**src/rtl/align_offset_detect.sv**
```systemverilog
// align_offset_detect: measures the signed cycle offset (k_data - k_ref) between
// a reference rising edge on ref_en_i and a thresholded data event, and
// publishes it as a 32-bit two's-complement align_set_o word.
// Optional build macro ALIGN_AVG4_EN: one start pulse collects four offsets and
// reports their arithmetic mean (sum >>> 2).
module align_offset_detect #(
  parameter real         TCQ         = 0.1,
  parameter int unsigned ALIGN_WIDTH = 32,
  parameter int unsigned TIMEOUT     = 16383
) (
  input  logic                   clk_i,
  input  logic                   rst_i,
  input  logic                   measure_start_i,
  input  logic                   ref_en_i,
  input  logic                   data_en_i,
  input  logic [ALIGN_WIDTH-1:0] data_i,
  input  logic [ALIGN_WIDTH-1:0] data_thresh_i,
  output logic [31:0]            align_set_o,
  output logic                   align_valid_o,
  output logic                   align_busy_o,
  output logic                   align_timeout_o,
  output logic                   align_sat_o
);

  localparam int unsigned CNT_W = 15;
  localparam int unsigned SET_W = 32;
  localparam logic [CNT_W-1:0] MAG_MAX   = CNT_W'(16383);
  localparam logic [CNT_W-1:0] CNT_LIMIT = CNT_W'(TIMEOUT);

  // The 15-bit counter must be able to reach TIMEOUT without wrapping.
  if (TCQ < 0.0 || TIMEOUT < 1 || TIMEOUT > 32767) begin : g_param_check
    $error("align_offset_detect: TCQ must be >= 0 and TIMEOUT in 1..32767");
  end

  typedef enum logic [2:0] {IDLE, ARMED, WAIT_DATA, WAIT_REF, DONE} state_t;

  state_t            state_q, state_d;
  logic [CNT_W-1:0]  cnt_q, cnt_d;
  logic              ref_q;
  logic [SET_W-1:0]  set_d;
  logic              valid_d, busy_d, timeout_d, sat_d;

  logic              ref_evt, data_evt;
  logic              clamp;
  logic [CNT_W-1:0]  mag;
  logic [SET_W-1:0]  off_pos, off_neg;
  logic              done_hit;
  logic [SET_W-1:0]  done_off;
  logic              done_sat;

  assign ref_evt  = ref_en_i & ~ref_q;
  assign data_evt = data_en_i & (data_i >= data_thresh_i);

  // Clamp the elapsed-cycle magnitude and form both signed offsets.
  always_comb begin
    clamp   = (cnt_q > MAG_MAX);
    mag     = clamp ? MAG_MAX : cnt_q;
    off_pos = SET_W'(mag);
    off_neg = SET_W'(0) - SET_W'(mag);
  end

`ifdef ALIGN_AVG4_EN
  localparam int unsigned ACC_W = SET_W + 2;
  logic signed [ACC_W-1:0] acc_q, acc_d, acc_sum;
  logic [1:0]              smp_q, smp_d;
  logic                    sat_any_q, sat_any_d;
  logic [SET_W-1:0]        avg;
`endif

  // Next-state, counter and next-output logic.
  always_comb begin
    state_d   = state_q;
    cnt_d     = cnt_q;
    set_d     = align_set_o;
    valid_d   = 1'b0;
    busy_d    = align_busy_o;
    timeout_d = 1'b0;
    sat_d     = align_sat_o;
    done_hit  = 1'b0;
    done_off  = '0;
    done_sat  = 1'b0;
`ifdef ALIGN_AVG4_EN
    acc_d     = acc_q;
    smp_d     = smp_q;
    sat_any_d = sat_any_q;
    acc_sum   = '0;
    avg       = '0;
`endif
    if (measure_start_i) begin
      // Start or restart from any state; no pulses are produced.
      state_d = ARMED;
      cnt_d   = '0;
      busy_d  = 1'b1;
`ifdef ALIGN_AVG4_EN
      acc_d     = '0;
      smp_d     = '0;
      sat_any_d = 1'b0;
`endif
    end else begin
      case (state_q)
        IDLE: ;
        ARMED: begin
          if (ref_evt && data_evt) begin
            done_hit = 1'b1;
          end else if (ref_evt) begin
            state_d = WAIT_DATA;
            cnt_d   = CNT_W'(1);
          end else if (data_evt) begin
            state_d = WAIT_REF;
            cnt_d   = CNT_W'(1);
          end
        end
        WAIT_DATA, WAIT_REF: begin
          if ((state_q == WAIT_DATA) ? data_evt : ref_evt) begin
            done_hit = 1'b1;
            done_off = (state_q == WAIT_DATA) ? off_pos : off_neg;
            done_sat = clamp;
          end else if (cnt_q >= CNT_LIMIT) begin
            state_d   = IDLE;
            busy_d    = 1'b0;
            timeout_d = 1'b1;
`ifdef ALIGN_AVG4_EN
            acc_d     = '0;
            smp_d     = '0;
            sat_any_d = 1'b0;
`endif
          end else begin
            cnt_d = cnt_q + CNT_W'(1);
          end
        end
        DONE:    state_d = IDLE;
        default: state_d = IDLE;
      endcase

`ifdef ALIGN_AVG4_EN
      acc_sum = acc_q + ACC_W'(signed'(done_off));
      avg     = SET_W'(acc_sum >>> 2);
      if (done_hit) begin
        if (smp_q == 2'd3) begin
          state_d   = DONE;
          busy_d    = 1'b0;
          valid_d   = 1'b1;
          set_d     = avg;
          sat_d     = sat_any_q | done_sat;
          acc_d     = '0;
          smp_d     = '0;
          sat_any_d = 1'b0;
        end else begin
          state_d   = ARMED;
          cnt_d     = '0;
          acc_d     = acc_sum;
          smp_d     = smp_q + 2'd1;
          sat_any_d = sat_any_q | done_sat;
        end
      end
`else
      if (done_hit) begin
        state_d = DONE;
        busy_d  = 1'b0;
        valid_d = 1'b1;
        set_d   = done_off;
        sat_d   = done_sat;
      end
`endif
    end
  end

  // State, counter, edge register and registered outputs.
  always_ff @(posedge clk_i) begin
    if (rst_i) begin
      state_q         <= IDLE;
      cnt_q           <= '0;
      ref_q           <= 1'b0;
      align_set_o     <= '0;
      align_valid_o   <= 1'b0;
      align_busy_o    <= 1'b0;
      align_timeout_o <= 1'b0;
      align_sat_o     <= 1'b0;
    end else begin
      state_q         <= state_d;
      cnt_q           <= cnt_d;
      ref_q           <= ref_en_i;
      align_set_o     <= set_d;
      align_valid_o   <= valid_d;
      align_busy_o    <= busy_d;
      align_timeout_o <= timeout_d;
      align_sat_o     <= sat_d;
    end
  end

`ifdef ALIGN_AVG4_EN
  // Averaging accumulator registers.
  always_ff @(posedge clk_i) begin
    if (rst_i) begin
      acc_q     <= '0;
      smp_q     <= '0;
      sat_any_q <= 1'b0;
    end else begin
      acc_q     <= acc_d;
      smp_q     <= smp_d;
      sat_any_q <= sat_any_d;
    end
  end
`endif

endmodule

```
**config.mk**
```make
export PLATFORM = sky130hd
export DESIGN_NAME = align_offset_detect
export DESIGN_NICKNAME = d
export VERILOG_FILES = /design/src/rtl/align_offset_detect.sv
export SDC_FILE = /design/constraint.sdc
export NUM_CORES = 1
export LEC_CHECK = 0
export CAP_MARGIN = 10
export CORE_MARGIN = 2
export CORE_UTILIZATION = 40
export CTS_CLUSTER_SIZE = 24
export DETAILED_ROUTE_END_ITERATION = 8
export GPL_TIMING_DRIVEN = 0
export PLACE_DENSITY = 0.71
export SLEW_MARGIN = 20
export SYNTH_ARGS = -nofsm -noshare
export SYNTH_HDL_FRONTEND = slang
export SYNTH_SLANG_ARGS = --single-unit
```
**constraint.sdc**
```tcl
create_clock -name clk_i -period 4.6 [get_ports clk_i]
set_input_delay 0.46 -clock clk_i [delete_from_list [all_inputs] [get_ports clk_i]]
set_output_delay 0.46 -clock clk_i [all_outputs]
set_load 0.005 [all_outputs]
```
==> reports/metrics.cfg, run 1 <==
[sta]
fin_setup_tns_ps=0
slew_headroom_pct=51.3
min_period_over_period_pct=78.8
slew_viol_final=0
max_freq_ghz=0.276
fin_crit_ps=3620
finClkSkew_ps=7.78
rsz0062_at_grt=no
max_slew.worst_pin.slew_ps=730
finalHoldViolCount=0
setup_viol=0

[clock_network]
clk_pin_slew_worst_paths_ps=80
post_cts_buffers=0
cts_num_sinks=39
clock-root-buffer=clkbuf_8
h-tree-depth=2
clockBufferDepth=2
clk-insertion-delay-late_ps=300
cts_tree=built
cts_resized=0
hold_buffers=0
numCtsBuffers=5

[grt]
grt_pass1_wl_mm=14.1
grt_overflow=0
grt_pass1_vias=3194
grt_max_degree=19
grt_usage_pct=19.7
antenna_found_initial=0

[min_path]
hp-class=flip-flop to flip-flop

[finish]
nFillCells=706
drive_above_1_share_pct=10.8
multi_input_comb_area_um2=2070
area_delta_synth_final_pct=39.2
final_cells=603
num_antenna_cells=0
nets=603
ff_latch_area_um2=781

[drt]
final_antenna_net_count=0
drc=0
drt_iter0_drc=117
wl_per_cell_um=13.5
vias=3176
first_pass_iters=4
viasPerCell=5.27
wirelength_mm=8.11

[floorplanning]
die_h_um=93.3
initial_core_util_pct=41.3
io_pins=105
dieArea_um2=8700
placementRows=32
die_w_um=93.3
core-area_um2=7730

[critical_path]
critPathKind=flip-flop to flip-flop
start_kind=flip-flop
endpoint_kind=flip-flop
cp_max_fo=10
required_ps=4790
crit_arrival_ps=3810

[synth]
ys_seq_elements=39
synth_cells=389
synthesis.area_um2=3190
syn_avg_cell_area_um2=8.20
synth_top_area_cell=dfxtp_1
synth-async-reset-ratio_pct=0
ys.flop_type=dfxtp_1
syn_nets=492
yosys.cell_types.count=63
synth_warnings=0
synth_edf_count=0
ys_top_cells_by_area=dfxtp_1, ha_1, a21oi_1
ys_seq_area_share_pct=24.5
synth.top_cell.area_share_pct=24.5

[run]
cap_violations=0

[place]
io_buffers=104
dpl.hpwl_mm=6.51
gp_congestion=0.911
placedCellCount=595

[power]
ir_drop_mv=0.177
power_density_nw_per_um2=171
p_leak_nw=1.87

[run_status]
status=complete, no violations

## sequential cells by signal (all words and copies together), names as in the netlist
register         flops
align_busy_o         1
align_sat_o          1
align_set_o         16
align_timeout_o      1
align_valid_o        1
cnt_q               15
ref_q                1
state_q              3
## metal layers
layer / up-vias / share of wire (%) / GRT usage [%]
met2: 64 / 48 / 34.2
li1: 1614 / - / -
met1: 1484 / 46 / 24.6
met4: 0 / 1.9 / 7.23
met5: - / 0 / 0
met3: 14 / 3.8 / 2.82
## placed cells by master (no fill, tap or decap), types with 10 or more instances in the layout
master / count
a21oi_1: 32
clkdlybuf4s50_1: 104
ha_1: 34
mux2i_1: 10
buf_4: 17
nand2b_1: 13
nand2_1: 33
inv_1: 39
nor2_1: 26
dfxtp_1: 39
o21ai_0: 13
nand4_1: 11
## logic make-up after synthesis
| kind of cell | after synthesis | synth area share (%) |
|---|---|---|
| simple gates | 124 | 20.8 |
| buf+inv | 69 | 10.6 |
| compound gates | 109 | 26.5 |
| fa+ha+maj | 34 | 13.3 |
| xor+xnor | 4 | 1.10 |
| mux | 10 | 3.14 |
| flops | 39 | 24.5 |
## power by group
| group | switching, W | leakage [nW] | internal, W |
|---|---|---|---|
| clock | 0.000123 | 0.0422 | 0.000107 |
| sequential | 0.00000178 | 0.315 | 0.000340 |
| combinational | 0.0000851 | 1.51 | 0.000102 |
| total | 0.000210 | 1.87 | 0.000549 |
## final cells by class
class | instances | share of cell area [%]
Clock inverter | 1 | 0.113
Buffer | 30 | 4.31
Sequential cell | 39 | 17.6
Timing Repair Buffer | 104 | 23.4
Clock buffer | 7 | 1.72
Inverter | 39 | 3.30
Multi-Input combinational cell | 281 | 46.6
Tap cell | 102 | 2.87
## critical path, cell delays in order, from the launching register on
cell and delay, ps:
dfxtp_1 440, ha_1 190, and3_1 240, nand4_1 220, a31o_2 310, clkbuf_1 210
buf_2 240, nor2_1 140, ha_1 220, nand4_1 160, nor3_1 410, nand2_1 150
or4_1 420, nand3_1 100, a21oi_1 60
## cell usage after synthesis (2+ instances only)
library cell / number
clkbuf_1: 6
a21bo_2: 2
o21ai_2: 2
nand4_1: 11
nor2_1: 26
mux2i_1: 10
o211ai_1: 3
o21a_1: 3
xnor2_1: 2
nand2b_1: 13
or2_2: 2
o2111ai_1: 4
a2111oi_0: 2
o21ai_1: 2
a211oi_1: 5
o22ai_1: 2
and2_1: 4
or3_1: 6
nor3_1: 8
nor3b_2: 2
xor2_1: 2
dfxtp_1: 39
nand3_1: 4
ha_1: 34
buf_4: 17
o21ai_0: 13
o2bb2ai_1: 8
a211o_1: 4
a21oi_1: 32
and4_1: 3
nor2b_1: 3
a22o_1: 8
or4_1: 2
buf_2: 6
nand2_1: 33
inv_1: 39
## through the flow
stage	instance area, um2	setup WS [ps]	total power [W]	util [%]	hold WS [ps]
floorplan	3190	1570	0.000451	-	456
global placement	4360	1070	0.000532	56.4	449
detailed placement	4360	1050	0.000538	56.4	446
CTS	4440	1030	0.000764	57.4	468
global route	4440	575	0.000804	57.4	479
finish	4440	976	0.000759	57.4	463
## final timing paths
| kind | start | endpoint | slack, ps | cells past startpoint |
|---|---|---|---|---|
| worst max-delay path | cnt_q[0] | align_set_o[14] | 980 | 14 |
| worst min-delay path | align_set_o[3] | align_set_o[3] | 460 | 1 |
| worst max register to register | cnt_q[0] | align_set_o[14] | 980 | 14 |
| worst min register to register | align_set_o[3] | align_set_o[3] | 460 | 1 |
Power figures use the tool's default switching activity.
==> run 2: changes to the inputs <==
==> constraint.sdc (replaced) <==
create_clock -name clk_i -period 3.8 [get_ports clk_i]
set_input_delay 0.38 -clock clk_i [delete_from_list [all_inputs] [get_ports clk_i]]
set_output_delay 0.38 -clock clk_i [all_outputs]
set_load 0.005 [all_outputs]
==> run 2 against run 1 <==
Critical path depth is the same. Core utilization grew 0.15 points. Hold slack is essentially flat. Sequential power grew 21%. Register-to-register slack lost 700 ps. Setup slack lost 700 ps. Global-route usage is the same. Clock power grew 20%. Non-clock buffer count is the same. Via count shrank 0.54%. Sequential share of layout area is essentially flat. Largest cell class unchanged. Largest power group unchanged.
==> reports/metrics.cfg, run 2 (synthesis gave the netlist of run 1 again) <==
[finish]
area_delta_synth_final_pct=39.5
nFillCells=707  ; +0.14%
largest_registers=align_set_o (16), cnt_q (15), state_q (3)
design_area_um2=4450  ; +0.25%
num_antenna_cells=0  ; unchanged
largest_register_ffs=16  ; unchanged
multi_input_comb_area_um2=2080  ; +0.54%
nets=603  ; unchanged
final_core_util_pct=57.6  ; +0.15 points
regMostFlops=align_set_o
drive_above_1_share_pct=11.0  ; +0.20 points
final_cells=603  ; unchanged
mostFrequentLayoutCells=clkdlybuf4s50_1, inv_1, dfxtp_1
ff_latch_area_um2=781  ; unchanged
final_common_cell=clkdlybuf4s50_1

[place]
place_ws_ps=247  ; -800 ps
placedCellCount=595  ; unchanged
gp_congestion=0.911  ; unchanged
dpl.hpwl_mm=6.51  ; unchanged
placed_area_um2=4360  ; unchanged
io_buffers=104  ; unchanged

[clock_network]
clk-insertion-delay-late_ps=300  ; about the same
clk_pin_slew_worst_paths_ps=80  ; about the same
cts_tree=built
clock-root-buffer=clkbuf_8
numCtsBuffers=5  ; unchanged
cts_num_sinks=39  ; unchanged
clockBufferDepth=2  ; unchanged
h-tree-depth=2  ; unchanged
hold_buffers=0  ; unchanged

[grt]
grt_overflow=0  ; unchanged
grt_pass1_vias=3194  ; unchanged
antenna_found_initial=0  ; unchanged
grt_usage_pct=19.7  ; unchanged
grt_pass1_wl_mm=14.1  ; unchanged
grt_max_degree=19  ; unchanged

[critical_path]
critPathKind=flip-flop to flip-flop
critPathBufInv=2  ; unchanged
crit_chain=ha_1, and3_1, nand4_1, a31o_2, clkbuf_1, buf_2, nor2_1, ha_1, nand4_1, nor3_4, nand2_1, or4_1, nand3_1, a21oi_1
start_kind=flip-flop
slowest_stage=dfxtp_1
cp_max_fo=10  ; unchanged
max_stage_delay_ps=450  ; about the same
required_ps=3980  ; -810 ps
rrSetupSlack_ps=280  ; -700 ps
crit_arrival_ps=3710  ; -100 ps
crit_family=simple AND/OR/NAND/NOR gates
endpoint_kind=flip-flop

[sta]
finalHoldViolCount=0  ; unchanged
min_period_over_period_pct=92.7  ; +14 points
max_freq_ghz=0.284  ; +2.9%
setup_ws_ps=278  ; -697 ps
setup_viol=0  ; unchanged
holdWs_ps=463  ; +0.147 ps
finClkSkew_ps=4.55  ; -3.23 ps
slew_viol_final=0  ; unchanged
slew_headroom_pct=51.3  ; +0.060 points
fin_crit_ps=3520  ; -103 ps
max_slew.worst_pin.slew_ps=729  ; -0.895 ps

[power]
power_density_nw_per_um2=206  ; +21%
p_leak_nw=1.88  ; +0.27%
ir_drop_mv=0.215  ; +21%

[floorplanning]
dieArea_um2=8700  ; unchanged
die_h_um=93.3  ; unchanged
initial_core_util_pct=41.3  ; unchanged
placementRows=32  ; unchanged
die_w_um=93.3  ; unchanged
core-area_um2=7730  ; unchanged
io_pins=105  ; unchanged

[run]
cap_violations=0  ; unchanged

[run_status]
status=complete, no violations

[drt]
first_pass_iters=4  ; unchanged
vias=3159  ; -0.54%
wl_per_cell_um=13.5  ; +0.60%
drc=0  ; unchanged
wirelength_mm=8.16  ; +0.60%
final_antenna_net_count=0  ; unchanged
drt_iter0_drc=114  ; -2.6%
viasPerCell=5.24  ; -0.54%

[min_path]
hp-class=flip-flop to flip-flop

-- run 2: changes by cell type in the layout (fill, tap and decap cells not counted) --
cell,change
nor3_4,+1
nor3_1,-1
-- run 2: repair_timing --
action / in CTS / in global routing
setup endpoints to repair: 0 / 2
gates resized for setup: 0 / 2
buffers inserted: 0 / 0
-- run 2: path summary, 6_finish.rpt --
check | from | end | cells past startpoint
hold / removal | align_set_o[3] | align_set_o[3] | 1
setup reg to reg | cnt_q[0] | align_set_o[14] | 14
hold reg to reg | align_set_o[3] | align_set_o[3] | 1
setup / recovery | cnt_q[0] | align_set_o[14] | 14
-- run 2: where the power goes --
| part | internal, W | total [W] | switching (W) |
|---|---|---|---|
| clock network | 0.000129 | 0.000277 | 0.000148 |
| registers | 0.000412 | 0.000414 | 0.00000219 |
| logic | 0.000124 | 0.000228 | 0.000103 |
-- run 2: per-layer routing --
metal / GRT usage, % / wire length (um) / vias to the layer above
met5: 0 / 0 / -
met4: 7.23 / 163 / 0
met3: 2.82 / 364 / 16
met2: 34.2 / 3930 / 66
met1: 24.6 / 3700 / 1462
li1: - / - / 1615
-- run 2: worst register-to-register path, delay by kind of cell, from the launching register on --
kind,cells,cell delay (ps)
AO/OA/AOI/OAI,2,370
adder cells (fa/ha/maj),2,420
buffers and inverters,2,450
flip-flops,1,450
AND/OR/NAND/NOR,8,1730
-- run 2: cell type report --
| cell class | count | area share [%] |
|---|---|---|
| repair buffers | 104 | 23.4 |
| inverters | 39 | 3.29 |
| flip-flops and latches | 39 | 17.5 |
| well taps | 102 | 2.87 |
| clock inverters | 1 | 0.112 |
| plain buffers | 30 | 4.30 |
| multi-input cells | 281 | 46.8 |
| clock buffers | 7 | 1.71 |
-- run 2: per-stage QoR --
step / power, W / setup TNS (ps)
final: 0.000918 / 0
after global routing: 0.000974 / -22.4
after CTS: 0.000925 / 0
after detailed placement: 0.000651 / 0
after global placement: 0.000645 / 0
after floorplan: 0.000546 / 0
